$ cat src/rtl/reg_access_ctrl_if.sv
// Bundle of the upstream fetch/writeback channels and the register-stack port
// seen by reg_access_ctrl.
interface reg_access_ctrl_if #(
  parameter int NIB_SIZE  = 4,
  parameter int WORD_SIZE = 16
);
  logic                 rd_valid;
  logic                 rd_ready;
  logic [NIB_SIZE-1:0]  rd_num1;
  logic [NIB_SIZE-1:0]  rd_num2;
  logic                 op_valid;
  logic                 op_ready;
  logic [WORD_SIZE-1:0] op_a;
  logic [WORD_SIZE-1:0] op_b;
  logic                 wb_valid;
  logic                 wb_ready;
  logic [NIB_SIZE-1:0]  wb_num;
  logic [WORD_SIZE-1:0] wb_val;
  logic [NIB_SIZE-1:0]  rs_num1;
  logic [NIB_SIZE-1:0]  rs_num2;
  logic [NIB_SIZE-1:0]  rs_setnum;
  logic [WORD_SIZE-1:0] rs_setval;
  logic                 rs_get_enable;
  logic                 rs_set_enable;
  logic [WORD_SIZE-1:0] rs_out1;
  logic [WORD_SIZE-1:0] rs_out2;

  modport slave (
    input  rd_valid, rd_num1, rd_num2, op_ready, wb_valid, wb_num, wb_val,
           rs_out1, rs_out2,
    output rd_ready, op_valid, op_a, op_b, wb_ready,
           rs_num1, rs_num2, rs_setnum, rs_setval, rs_get_enable, rs_set_enable
  );

  modport master (
    output rd_valid, rd_num1, rd_num2, op_ready, wb_valid, wb_num, wb_val,
           rs_out1, rs_out2,
    input  rd_ready, op_valid, op_a, op_b, wb_ready,
           rs_num1, rs_num2, rs_setnum, rs_setval, rs_get_enable, rs_set_enable
  );
endinterface

$ cat src/rtl/reg_access_ctrl.sv
// Requester-side sequencer for the register stack: serialises operand fetches
// and queued writebacks, holding back reads that hit a pending write.
module reg_access_ctrl #(
  parameter int NIB_SIZE  = 4,
  parameter int WORD_SIZE = 16,
  parameter int WB_DEPTH  = 2
) (
  input  logic              clk,
  input  logic              reset_n,
  reg_access_ctrl_if.slave  bus,
  output logic              busy
);
  localparam int PTR_W = (WB_DEPTH > 1) ? $clog2(WB_DEPTH) : 1;
  localparam int CNT_W = $clog2(WB_DEPTH + 1);

  typedef enum logic [2:0] {IDLE, GET, CAP, PRES, SET} state_t;

  state_t               state_reg;
  logic [PTR_W-1:0]     wr_ptr_reg;
  logic [PTR_W-1:0]     rd_ptr_reg;
  logic [CNT_W-1:0]     count_reg;
  logic [NIB_SIZE-1:0]  q_num [WB_DEPTH];
  logic [WORD_SIZE-1:0] q_val [WB_DEPTH];

  logic [NIB_SIZE-1:0]  rs_num1_reg;
  logic [NIB_SIZE-1:0]  rs_num2_reg;
  logic [NIB_SIZE-1:0]  rs_setnum_reg;
  logic [WORD_SIZE-1:0] rs_setval_reg;
  logic                 rs_get_enable_reg;
  logic                 rs_set_enable_reg;
  logic                 op_valid_reg;
  logic [WORD_SIZE-1:0] op_a_reg;
  logic [WORD_SIZE-1:0] op_b_reg;

  logic                 full;
  logic                 empty;
  logic                 hazard;
  logic                 start_read;
  logic                 push;
  logic                 pop;
  logic [WB_DEPTH-1:0]  entry_hit;

  assign full  = (count_reg == CNT_W'(WB_DEPTH));
  assign empty = (count_reg == '0);

  // An entry is live when its distance from the head is below the fill count.
  for (genvar gi = 0; gi < WB_DEPTH; gi++) begin : g_hazard
    logic [PTR_W-1:0] offset;
    assign offset        = PTR_W'(gi) - rd_ptr_reg;
    assign entry_hit[gi] = (CNT_W'(offset) < count_reg) &&
                           ((q_num[gi] == bus.rd_num1) || (q_num[gi] == bus.rd_num2));
  end

  assign hazard     = |entry_hit;
  assign start_read = (state_reg == IDLE) && bus.rd_valid && !hazard;
  assign pop        = (state_reg == IDLE) && !start_read && !empty;
  assign push       = bus.wb_valid && !full;

  assign bus.rd_ready = reset_n && (state_reg == IDLE) && !hazard;
  assign bus.wb_ready = !full;
  assign busy         = (state_reg != IDLE) || !empty;

  assign bus.rs_num1       = rs_num1_reg;
  assign bus.rs_num2       = rs_num2_reg;
  assign bus.rs_setnum     = rs_setnum_reg;
  assign bus.rs_setval     = rs_setval_reg;
  assign bus.rs_get_enable = rs_get_enable_reg;
  assign bus.rs_set_enable = rs_set_enable_reg;
  assign bus.op_valid      = op_valid_reg;
  assign bus.op_a          = op_a_reg;
  assign bus.op_b          = op_b_reg;

  // Queue storage carries no reset; liveness is tracked by the pointers/count.
  always_ff @(posedge clk) begin
    if (push) begin
      q_num[wr_ptr_reg] <= bus.wb_num;
      q_val[wr_ptr_reg] <= bus.wb_val;
    end
  end

  always_ff @(posedge clk or negedge reset_n) begin
    if (!reset_n) begin
      state_reg         <= IDLE;
      wr_ptr_reg        <= '0;
      rd_ptr_reg        <= '0;
      count_reg         <= '0;
      rs_num1_reg       <= '0;
      rs_num2_reg       <= '0;
      rs_setnum_reg     <= '0;
      rs_setval_reg     <= '0;
      rs_get_enable_reg <= 1'b0;
      rs_set_enable_reg <= 1'b0;
      op_valid_reg      <= 1'b0;
      op_a_reg          <= '0;
      op_b_reg          <= '0;
    end else begin
      if (push) begin
        wr_ptr_reg <= wr_ptr_reg + PTR_W'(1);
      end
      if (pop) begin
        rd_ptr_reg <= rd_ptr_reg + PTR_W'(1);
      end
      if (push && !pop) begin
        count_reg <= count_reg + CNT_W'(1);
      end else if (pop && !push) begin
        count_reg <= count_reg - CNT_W'(1);
      end

      case (state_reg)
        IDLE: begin
          if (start_read) begin
            rs_num1_reg       <= bus.rd_num1;
            rs_num2_reg       <= bus.rd_num2;
            rs_get_enable_reg <= 1'b1;
            state_reg         <= GET;
          end else if (pop) begin
            rs_setnum_reg     <= q_num[rd_ptr_reg];
            rs_setval_reg     <= q_val[rd_ptr_reg];
            rs_set_enable_reg <= 1'b1;
            state_reg         <= SET;
          end
        end
        GET: begin
          rs_get_enable_reg <= 1'b0;
          state_reg         <= CAP;
        end
        // The stack registered its outputs at the end of GET.
        CAP: begin
          op_a_reg     <= bus.rs_out1;
          op_b_reg     <= bus.rs_out2;
          op_valid_reg <= 1'b1;
          state_reg    <= PRES;
        end
        PRES: begin
          if (bus.op_ready) begin
            op_valid_reg <= 1'b0;
            state_reg    <= IDLE;
          end
        end
        SET: begin
          rs_set_enable_reg <= 1'b0;
          state_reg         <= IDLE;
        end
        default: state_reg <= IDLE;
      endcase
    end
  end
endmodule

$ cat src/flat_wrapper.sv
// flat-port wrapper written by rule: the top's interface ports become plain ports
module reg_access_ctrl_flat 
#(
  parameter int NIB_SIZE  = 4,
  parameter int WORD_SIZE = 16,
  parameter int WB_DEPTH  = 2
)
  (clk, reset_n, busy, bus_rd_valid, bus_rd_num1, bus_rd_num2, bus_op_ready, bus_wb_valid, bus_wb_num, bus_wb_val, bus_rs_out1, bus_rs_out2, bus_rd_ready, bus_op_valid, bus_op_a, bus_op_b, bus_wb_ready, bus_rs_num1, bus_rs_num2, bus_rs_setnum, bus_rs_setval, bus_rs_get_enable, bus_rs_set_enable);
  reg_access_ctrl_if #(.NIB_SIZE(NIB_SIZE), .WORD_SIZE(WORD_SIZE)) bus_i ();
  input  logic clk;
  input  logic reset_n;
  output logic busy;
  input wire logic [$bits(bus_i.rd_valid)-1:0] bus_rd_valid;
  input wire logic [$bits(bus_i.rd_num1)-1:0] bus_rd_num1;
  input wire logic [$bits(bus_i.rd_num2)-1:0] bus_rd_num2;
  input wire logic [$bits(bus_i.op_ready)-1:0] bus_op_ready;
  input wire logic [$bits(bus_i.wb_valid)-1:0] bus_wb_valid;
  input wire logic [$bits(bus_i.wb_num)-1:0] bus_wb_num;
  input wire logic [$bits(bus_i.wb_val)-1:0] bus_wb_val;
  input wire logic [$bits(bus_i.rs_out1)-1:0] bus_rs_out1;
  input wire logic [$bits(bus_i.rs_out2)-1:0] bus_rs_out2;
  output wire logic [$bits(bus_i.rd_ready)-1:0] bus_rd_ready;
  output wire logic [$bits(bus_i.op_valid)-1:0] bus_op_valid;
  output wire logic [$bits(bus_i.op_a)-1:0] bus_op_a;
  output wire logic [$bits(bus_i.op_b)-1:0] bus_op_b;
  output wire logic [$bits(bus_i.wb_ready)-1:0] bus_wb_ready;
  output wire logic [$bits(bus_i.rs_num1)-1:0] bus_rs_num1;
  output wire logic [$bits(bus_i.rs_num2)-1:0] bus_rs_num2;
  output wire logic [$bits(bus_i.rs_setnum)-1:0] bus_rs_setnum;
  output wire logic [$bits(bus_i.rs_setval)-1:0] bus_rs_setval;
  output wire logic [$bits(bus_i.rs_get_enable)-1:0] bus_rs_get_enable;
  output wire logic [$bits(bus_i.rs_set_enable)-1:0] bus_rs_set_enable;
  assign bus_i.rd_valid = bus_rd_valid;
  assign bus_i.rd_num1 = bus_rd_num1;
  assign bus_i.rd_num2 = bus_rd_num2;
  assign bus_i.op_ready = bus_op_ready;
  assign bus_i.wb_valid = bus_wb_valid;
  assign bus_i.wb_num = bus_wb_num;
  assign bus_i.wb_val = bus_wb_val;
  assign bus_i.rs_out1 = bus_rs_out1;
  assign bus_i.rs_out2 = bus_rs_out2;
  assign bus_rd_ready = bus_i.rd_ready;
  assign bus_op_valid = bus_i.op_valid;
  assign bus_op_a = bus_i.op_a;
  assign bus_op_b = bus_i.op_b;
  assign bus_wb_ready = bus_i.wb_ready;
  assign bus_rs_num1 = bus_i.rs_num1;
  assign bus_rs_num2 = bus_i.rs_num2;
  assign bus_rs_setnum = bus_i.rs_setnum;
  assign bus_rs_setval = bus_i.rs_setval;
  assign bus_rs_get_enable = bus_i.rs_get_enable;
  assign bus_rs_set_enable = bus_i.rs_set_enable;
  reg_access_ctrl #(.NIB_SIZE(NIB_SIZE), .WORD_SIZE(WORD_SIZE), .WB_DEPTH(WB_DEPTH)) u_core (.clk(clk), .reset_n(reset_n), .bus(bus_i), .busy(busy));
endmodule
$ cat config.mk
export PLATFORM = sky130hd
export DESIGN_NAME = reg_access_ctrl_flat
export DESIGN_NICKNAME = d
export VERILOG_FILES = /design/src/rtl/reg_access_ctrl_if.sv /design/src/rtl/reg_access_ctrl.sv /design/src/flat_wrapper.sv
export SDC_FILE = /design/constraint.sdc
export NUM_CORES = 1
export LEC_CHECK = 0
export ABC_AREA = 1
export ABC_CLOCK_PERIOD_IN_PS = 1900
export CORE_ASPECT_RATIO = 1.2
export CORE_MARGIN = 2
export CORE_UTILIZATION = 40
export CTS_CLUSTER_SIZE = 40
export DETAILED_ROUTE_END_ITERATION = 10
export GPL_ROUTABILITY_DRIVEN = 0
export PLACE_DENSITY_LB_ADDON = 0.2
export SYNTH_ARGS = -nofsm -noshare
export SYNTH_HDL_FRONTEND = slang
export SYNTH_SLANG_ARGS = --single-unit
$ cat constraint.sdc
create_clock -name clk -period 1.9 [get_ports clk]
set_input_delay 0.38 -clock clk [delete_from_list [all_inputs] [get_ports clk]]
set_output_delay 0.38 -clock clk [all_outputs]
set_load 0.05 [all_outputs]
==> out/qor.txt, run 1 <==
======================================================================================
Async set-reset flop share out of synthesis .............................        63.6%
Total overflow reported by the global router ............................            0
Synthesized-area fraction occupied by ao, oa, aoi and oai cells .........        2.09%
WL final ................................................................      10.5 mm
Floorplan die area ...................................................... 0.0123 sq mm
Period utilisation layout ...............................................         104%
Diode insertion count for antenna repair ................................            0
Final number of hold-violating endpoints ................................            0
Transition at the pin with the smallest max-transition slack ............     0.892 ns
Power per unit of standard cell area .................................... 1970 mW/mm^2
Number of sinks on the clock net ........................................          110
Avg Vias per Cell .......................................................         4.76
Summed negative setup slack over all endpoints ..........................    -0.109 ns
Starting DRT DRC Count ..................................................          147
Minimum period implied by the final worst setup slack ...................      1.98 ns
Worst Slack Setup Final .................................................   -0.0761 ns
Number of antenna violations at the first check in global routing .......            0
Max H-tree Level ........................................................            3
Via count of the first global-routing pass ..............................        3,530
Row count ...............................................................           42
Critical setup path kind ................................................      reg2out
Largest register FFs ....................................................           32
Achievable frequency ....................................................    0.506 GHz
Simple logic cell fraction of the synthesized area ......................        19.7%
Flop and latch count out of synthesis ...................................          110
Average cell area after synthesis .......................................   10.8 sq um
Setup slack on the worst flop-to-flop path ..............................     -0.03 ns
Reg with most FFs ....................................................... u_core.q_val
I/O pins ................................................................          131
Clock tree root driver cell .............................................    clkbuf_16
Adder-cell area share of the yosys netlist ..............................       0.275%
Post-synth EDFFs ........................................................           40
Data arrival time at the worst-slack endpoint ...........................      1.60 ns
Tightest Hold Check Type ................................................     in2async
Max-cap viol count ......................................................            0
Global-route track usage on met2 ........................................        30.5%
Category of the worst setup path launch point ...........................     register
Area Overhead vs Synth ..................................................        44.9%
Number of distinct standard cells referenced by the synthesized netlist .           26
Routed length per instance .............................................. 14.4 microns
Final standard cell count with taps included and fillers excluded .......          725
DP Worst Slack ..........................................................    -0.572 ns
Tot Pwr .................................................................      13.0 mW
Status .................................................................. finished, violations left
Number of setup violations in the final report ..........................            2
Number of buffers added by the clock tree synthesis step ................            9
Headroom to the max-slew limit ..........................................        40.5%
Area contributors post-synth ............................................ dfrtp_1, edfxtp_1, nand2_1
Worst R2R End ........................................................... u_core.count_reg[1]
Number of buffers on the longest clock path .............................            2
DRC .....................................................................            0
Startpoint of the worst-slack reg-to-reg timing path .................... u_core.q_num[1][1]
Clock-pin slew of the registers on the worst-case setup and hold paths ..      0.07 ns
Failing checks .......................................................... setup timing
Placed Area ............................................................. 0.00605 sq mm
RSZ-0062 raised after global routing ....................................         true
Synth Area in XOR/XNOR ..................................................       0.577%
CTS tree ................................................................        built
CP Data Required Time ...................................................      1.52 ns
Post-detailed-placement half-perimeter wirelength .......................      7.21 mm
Skew-Pair Late Insertion Delay ..........................................      0.34 ns
Chip height .............................................................  121 microns
Multiplexer share of the synthesized area ...............................        7.92%
Leakage power of the design .............................................      3.31 nW
Setup skew after layout .................................................   0.00506 ns
Top Usage Layer GRT .....................................................         met2
Largest area contributor in the synthesized netlist .....................      dfrtp_1
Buffers on Ports ........................................................          130
Met1 track demand over resource in global routing .......................        20.7%
Max-slew violation count ................................................            0
Std-Cell Core Area ...................................................... 0.0111 sq mm
Share of the yosys chip area belonging to registers .....................        64.9%
Layout Nets .............................................................          632
Cell with the most instances after synthesis ............................      nand2_1
Instance count of the mapped netlist ....................................          421
Total number of vias ....................................................        3,448
Cts hold-fix bufs .......................................................            0
Wire length of the first global-routing pass ............................      16.4 mm
Finished Core Util ......................................................        59.5%
Area of all placed cells without fillers ................................ 0.00660 sq mm
Combinational family with the most area after synthesis ................. simple AND/OR/NAND/NOR gates
GR met3 Demand/Resource .................................................        4.09%
Synthesized net count ...................................................          487
Most used standard cells in the synthesized netlist ..................... nand2_1, dfrtp_1, edfxtp_1
Min Hold Slack ..........................................................     0.291 ns
Category of the worst setup path capture point ..........................   output pin
Maximum net fanout on the critical path .................................            3
Leading register cell type out of synthesis .............................      dfrtp_1
Die width ...............................................................  101 microns
Fraction of final layout cells sized beyond drive strength 1 ............        21.9%
GRT Overall Usage .......................................................        17.4%
Final ANT Viol Nets .....................................................            0
Total instance count after detailed placement ...........................          704
Peak ir drop on the vdd network .........................................       762 uV
Number of iterations in the first detailed-routing pass .................            4
Proportion of netlist area held by the largest area contributor .........        38.5%
Synth warnings ..........................................................            0
Area of the mapped netlist .............................................. 0.00455 sq mm
R2R cell count ..........................................................           14
Largest net degree at the start of global routing .......................           71
Initial core utilization ................................................        41.1%
======================================================================================
==> logic make-up (layout without fill, tap and decap cells) <==
| logic type | Yosys count | count (layout) |
|---|---|---|
| and+or+nand+nor | 208 | 208 |
| DFF | 110 | 110 |
| buffers and inverters | 48 | 198 |
| muxes | 32 | 32 |
| AOI/OAI and AO/OA | 19 | 19 |
| xor gates and xnor gates | 3 | 3 |
| adders and majority gates | 1 | 1 |
==> layout make-up <==
class,count,area [sq um]
tap,154,193
clock inverter,6,133
fill,905,4490
inverter,31,116
timing repair buffer,151,1530
multi-input combinational,263,1440
clock buffer,10,239
sequential,110,2950
==> timing repair <==
item / CTS / global route
setup buffers: 0 / 5
gates cloned: 0 / 0
gates resized for setup: 22 / 42
pin swaps: 1 / 9
setup endpoints to repair: 22 / 51
==> how the worst max path moves through the flow <==
stage | to | slack, ns | from
after detailed placement | u_core.count_reg[1] | -0.57 | bus_rd_num2[1]
after CTS | bus_rd_ready | -0.1 | u_core.q_num[1][0]
final | bus_rd_ready | -0.08 | u_core.q_num[0][1]
after floorplan | u_core.q_num[1][0] | -0.07 | u_core.count_reg[0]
after global routing | bus_rd_ready | -0.21 | u_core.q_num[1][0]
after global placement | u_core.count_reg[1] | -0.44 | bus_rd_num2[1]
==> routing by layer <==
metal	vias to the layer above	routed length, microns	part of all wire [%]
met2	121	5150	49
met5	-	0	0
met3	17	612	5.9
li1	1671	-	-
met1	1639	4480	43
met4	0	211	2.0
==> critical path: stages (launching register included) <==
cell	delay, ns
edfxtp_1	0.43
inv_2	0.10
nand2_1	0.05
nand2_1	0.06
nor2_1	0.05
nand2_1	0.06
nand2_1	0.07
nand2_2	0.10
nand3_2	0.08
nor2_2	0.09
buf_6	0.17
==> cells in the final DEF (no fill, tap or decap), types with 12 or more instances in the layout <==
| master | Yosys | routed |
|---|---|---|
| o21ai_0 | 15 | 14 |
| mux2_2 | 32 | 32 |
| dfrtp_1 | 70 | 70 |
| inv_1 | 22 | 19 |
| clkdlybuf4s50_1 | 0 | 59 |
| dlymetal6s2s_1 | 0 | 35 |
| buf_4 | 1 | 40 |
| nand4_1 | 22 | 22 |
| nand2_1 | 161 | 157 |
| inv_2 | 9 | 12 |
| edfxtp_1 | 40 | 40 |
==> power by group <==
group	internal, mW	total [mW]	switching, mW
Clock	1.46	2.28	0.824
Sequential	3.44	3.89	0.445
Combinational	2.39	6.81	4.42
No activity file was read; power rests on OpenSTA's default activity.
==> run 2: changes to the inputs <==
--- a/config.mk
+++ b/config.mk
@@ -7,9 +7,11 @@
 export LEC_CHECK = 0
 export ABC_AREA = 1
 export ABC_CLOCK_PERIOD_IN_PS = 1900
+export CAP_MARGIN = 10
 export CORE_ASPECT_RATIO = 1.2
 export CORE_MARGIN = 2
 export CORE_UTILIZATION = 40
+export CTS_BUF_LIST = sky130_fd_sc_hd__clkbuf_16
 export CTS_CLUSTER_SIZE = 40
 export DETAILED_ROUTE_END_ITERATION = 10
 export GPL_ROUTABILITY_DRIVEN = 0
==> run 2 against run 1 <==
  * The flow still finishes with violations (setup timing)
  * Via count unchanged
  * Critical path depth is the same
  * Final area shrank 0.15%
  * Die area did not move
  * Flip-flop and latch count stayed put
==> out/qor.txt, run 2 (same netlist as run 1, synthesis figures left out) <==
=====================================================================================
Peak ir drop on the vdd network ........................................       762 uV   about the same
Max H-tree Level .......................................................            3   unchanged
Via count of the first global-routing pass .............................        3,530   unchanged
Std-Cell Core Area ..................................................... 0.0111 sq mm   unchanged
Summed negative setup slack over all endpoints .........................    -0.109 ns   unchanged
Worst R2R End .......................................................... u_core.count_reg[1]   unchanged
RSZ-0062 raised after global routing ...................................         true   unchanged
Number of sinks on the clock net .......................................          110   unchanged
Slowest library cell on the worst path .................................     edfxtp_1   unchanged
Area Overhead vs Synth .................................................        44.7%   was 44.9%
Max-slew violation count ...............................................            0   unchanged
Tot Pwr ................................................................      12.9 mW   was 13.0 mW
Leakage power of the design ............................................      3.31 nW   about the same
Chip height ............................................................  121 microns   unchanged
Row count ..............................................................           42   unchanged
Number of setup violations in the final report .........................            2   unchanged
Period utilisation layout ..............................................         104%   about the same
Status ................................................................. finished, violations left   unchanged
Die width ..............................................................  101 microns   unchanged
DRC ....................................................................            0   unchanged
Routed length per instance ............................................. 14.4 microns   about the same
Failing checks ......................................................... setup timing   unchanged
Starting DRT DRC Count .................................................          147   unchanged
Skew-Pair Late Insertion Delay .........................................      0.34 ns   about the same
Fraction of final layout cells sized beyond drive strength 1 ...........        21.7%   was 21.9%
Commonest cells after routing, fill and taps aside ..................... nand2_1, dfrtp_1, clkdlybuf4s50_1   unchanged
Transition at the pin with the smallest max-transition slack ...........     0.892 ns   unchanged
Buffers on Ports .......................................................          130   unchanged
Wire length of the first global-routing pass ...........................      16.4 mm   unchanged
CTS tree ...............................................................        built   unchanged
Achievable frequency ...................................................    0.506 GHz   unchanged
Critical setup path kind ...............................................      reg2out   unchanged
Largest net degree at the start of global routing ......................           71   unchanged
DP Worst Slack .........................................................    -0.572 ns   unchanged
Post-detailed-placement half-perimeter wirelength ......................      7.21 mm   unchanged
Min Hold Slack .........................................................     0.292 ns   was 0.291 ns
Avg Vias per Cell ......................................................         4.76   unchanged
Headroom to the max-slew limit .........................................        40.5%   unchanged
GRT Overall Usage ......................................................        17.4%   unchanged
Total number of vias ...................................................        3,448   unchanged
Final number of hold-violating endpoints ...............................            0   unchanged
Largest register FFs ...................................................           32   unchanged
Cell chain of the critical path ........................................ inv_2, nand2_1, nand2_1, nor2_1, nand2_1, nand2_1, nand2_2, nand3_2, nor2_2, buf_6   unchanged
Startpoint of the worst-slack reg-to-reg timing path ................... u_core.q_num[1][1]   unchanged
Power per unit of standard cell area ................................... 1960 mW/mm^2   was 1970 mW/mm^2
Total overflow reported by the global router ...........................            0   unchanged
Final ANT Viol Nets ....................................................            0   unchanged
Category of the worst setup path launch point ..........................     register   unchanged
R2R cell count .........................................................           14   unchanged
Clock-pin slew of the registers on the worst-case setup and hold paths .      0.07 ns   about the same
Tightest Hold Check Type ...............................................     in2async   unchanged
Maximum net fanout on the critical path ................................            3   unchanged
Number of buffers added by the clock tree synthesis step ...............            9   unchanged
Worst Slack Setup Final ................................................   -0.0761 ns   about the same
Reg with most FFs ...................................................... u_core.q_val   unchanged
Initial core utilization ...............................................        41.1%   unchanged
Setup slack on the worst flop-to-flop path .............................     -0.03 ns   about the same
Minimum period implied by the final worst setup slack ..................      1.98 ns   about the same
CP most frequent cell ..................................................      nand2_1   unchanged
Diode insertion count for antenna repair ...............................            0   unchanged
CP Data Required Time ..................................................      1.52 ns   about the same
Clock tree root driver cell ............................................    clkbuf_16   unchanged
Setup skew after layout ................................................   0.00425 ns   was 0.00506 ns
Number of iterations in the first detailed-routing pass ................            4   unchanged
Max-cap viol count .....................................................            0   unchanged
Data arrival time at the worst-slack endpoint ..........................      1.60 ns   about the same
Crit path largest cell delay ...........................................      0.43 ns   about the same
Category of the worst setup path capture point .........................   output pin   unchanged
Number of buffers on the longest clock path ............................            2   unchanged
Leading cell type in the layout, fill and taps excluded ................      nand2_1   unchanged
Floorplan die area ..................................................... 0.0123 sq mm   unchanged
Number of antenna violations at the first check in global routing ......            0   unchanged
WL final ...............................................................      10.5 mm   about the same
I/O pins ...............................................................          131   unchanged
Layout Nets ............................................................          632   unchanged
=====================================================================================
[run 2: changes by cell type in the layout (fill, tap and decap cells not counted), sizes merged]
| cell | delta |
|---|---|
| clkinv | +1 |
| clkbuf | -1 |
[run 2: routing by layer]
metal | vias up | part of all wire, % | wire length [microns] | GRT usage [%]
li1 | 1671 | - | - | -
met1 | 1639 | 43 | 4480 | 20.7
met2 | 121 | 49 | 5150 | 30.5
met3 | 17 | 5.9 | 612 | 4.09
met4 | 0 | 2.0 | 211 | 6.25
met5 | - | 0 | 0 | 0
[run 2: repair_timing]
item,in CTS,in global routing
pin swaps,1,9
buffers inserted,0,5
resized for setup,22,42
setup endpoints to repair,22,51
hold buffers,0,0
[run 2: worst max path at each step]
stage	from	end	slack, ns
after floorplan	u_core.count_reg[0]	u_core.q_num[1][0]	-0.07
after global placement	bus_rd_num2[1]	u_core.count_reg[1]	-0.44
after detailed placement	bus_rd_num2[1]	u_core.count_reg[1]	-0.57
after CTS	u_core.q_num[1][0]	bus_rd_ready	-0.1
after global routing	u_core.q_num[1][0]	bus_rd_ready	-0.21
final	u_core.q_num[0][1]	bus_rd_ready	-0.08
[run 2: cell type report]
class                      count  area (sq um)
fill                         906          4500
inverter                      31           116
clock inverter                 7           136
multi-input combinational    263          1440
timing repair buffer         151          1530
clock buffer                   9           225
sequential                   110          2950
tap                          154           193
[run 2: worst max-delay path: cells and delay by family, from the launching register on]
family	cells	cell delay (ns)
simple gates	8	0.56
buf+inv	2	0.27
flops	1	0.43
[run 2: where the power goes]
part,leakage (nW),switching [mW],internal [mW],total [mW]
clock,0.173,0.822,1.41,2.24
sequential,1.21,0.445,3.44,3.89
combinational,1.92,4.42,2.39,6.81
[run 2: per-stage QoR]
step / utilization, % / instance area, sq um / cells
2_1_floorplan: - / 4560 / 421
3_3_place_gp: 54.6 / 6050 / 704
3_5_place_dp: 54.6 / 6050 / 704
4_1_cts: 58.1 / 6440 / 720
5_1_grt: 59.4 / 6590 / 725
6_report: 59.4 / 6590 / 725
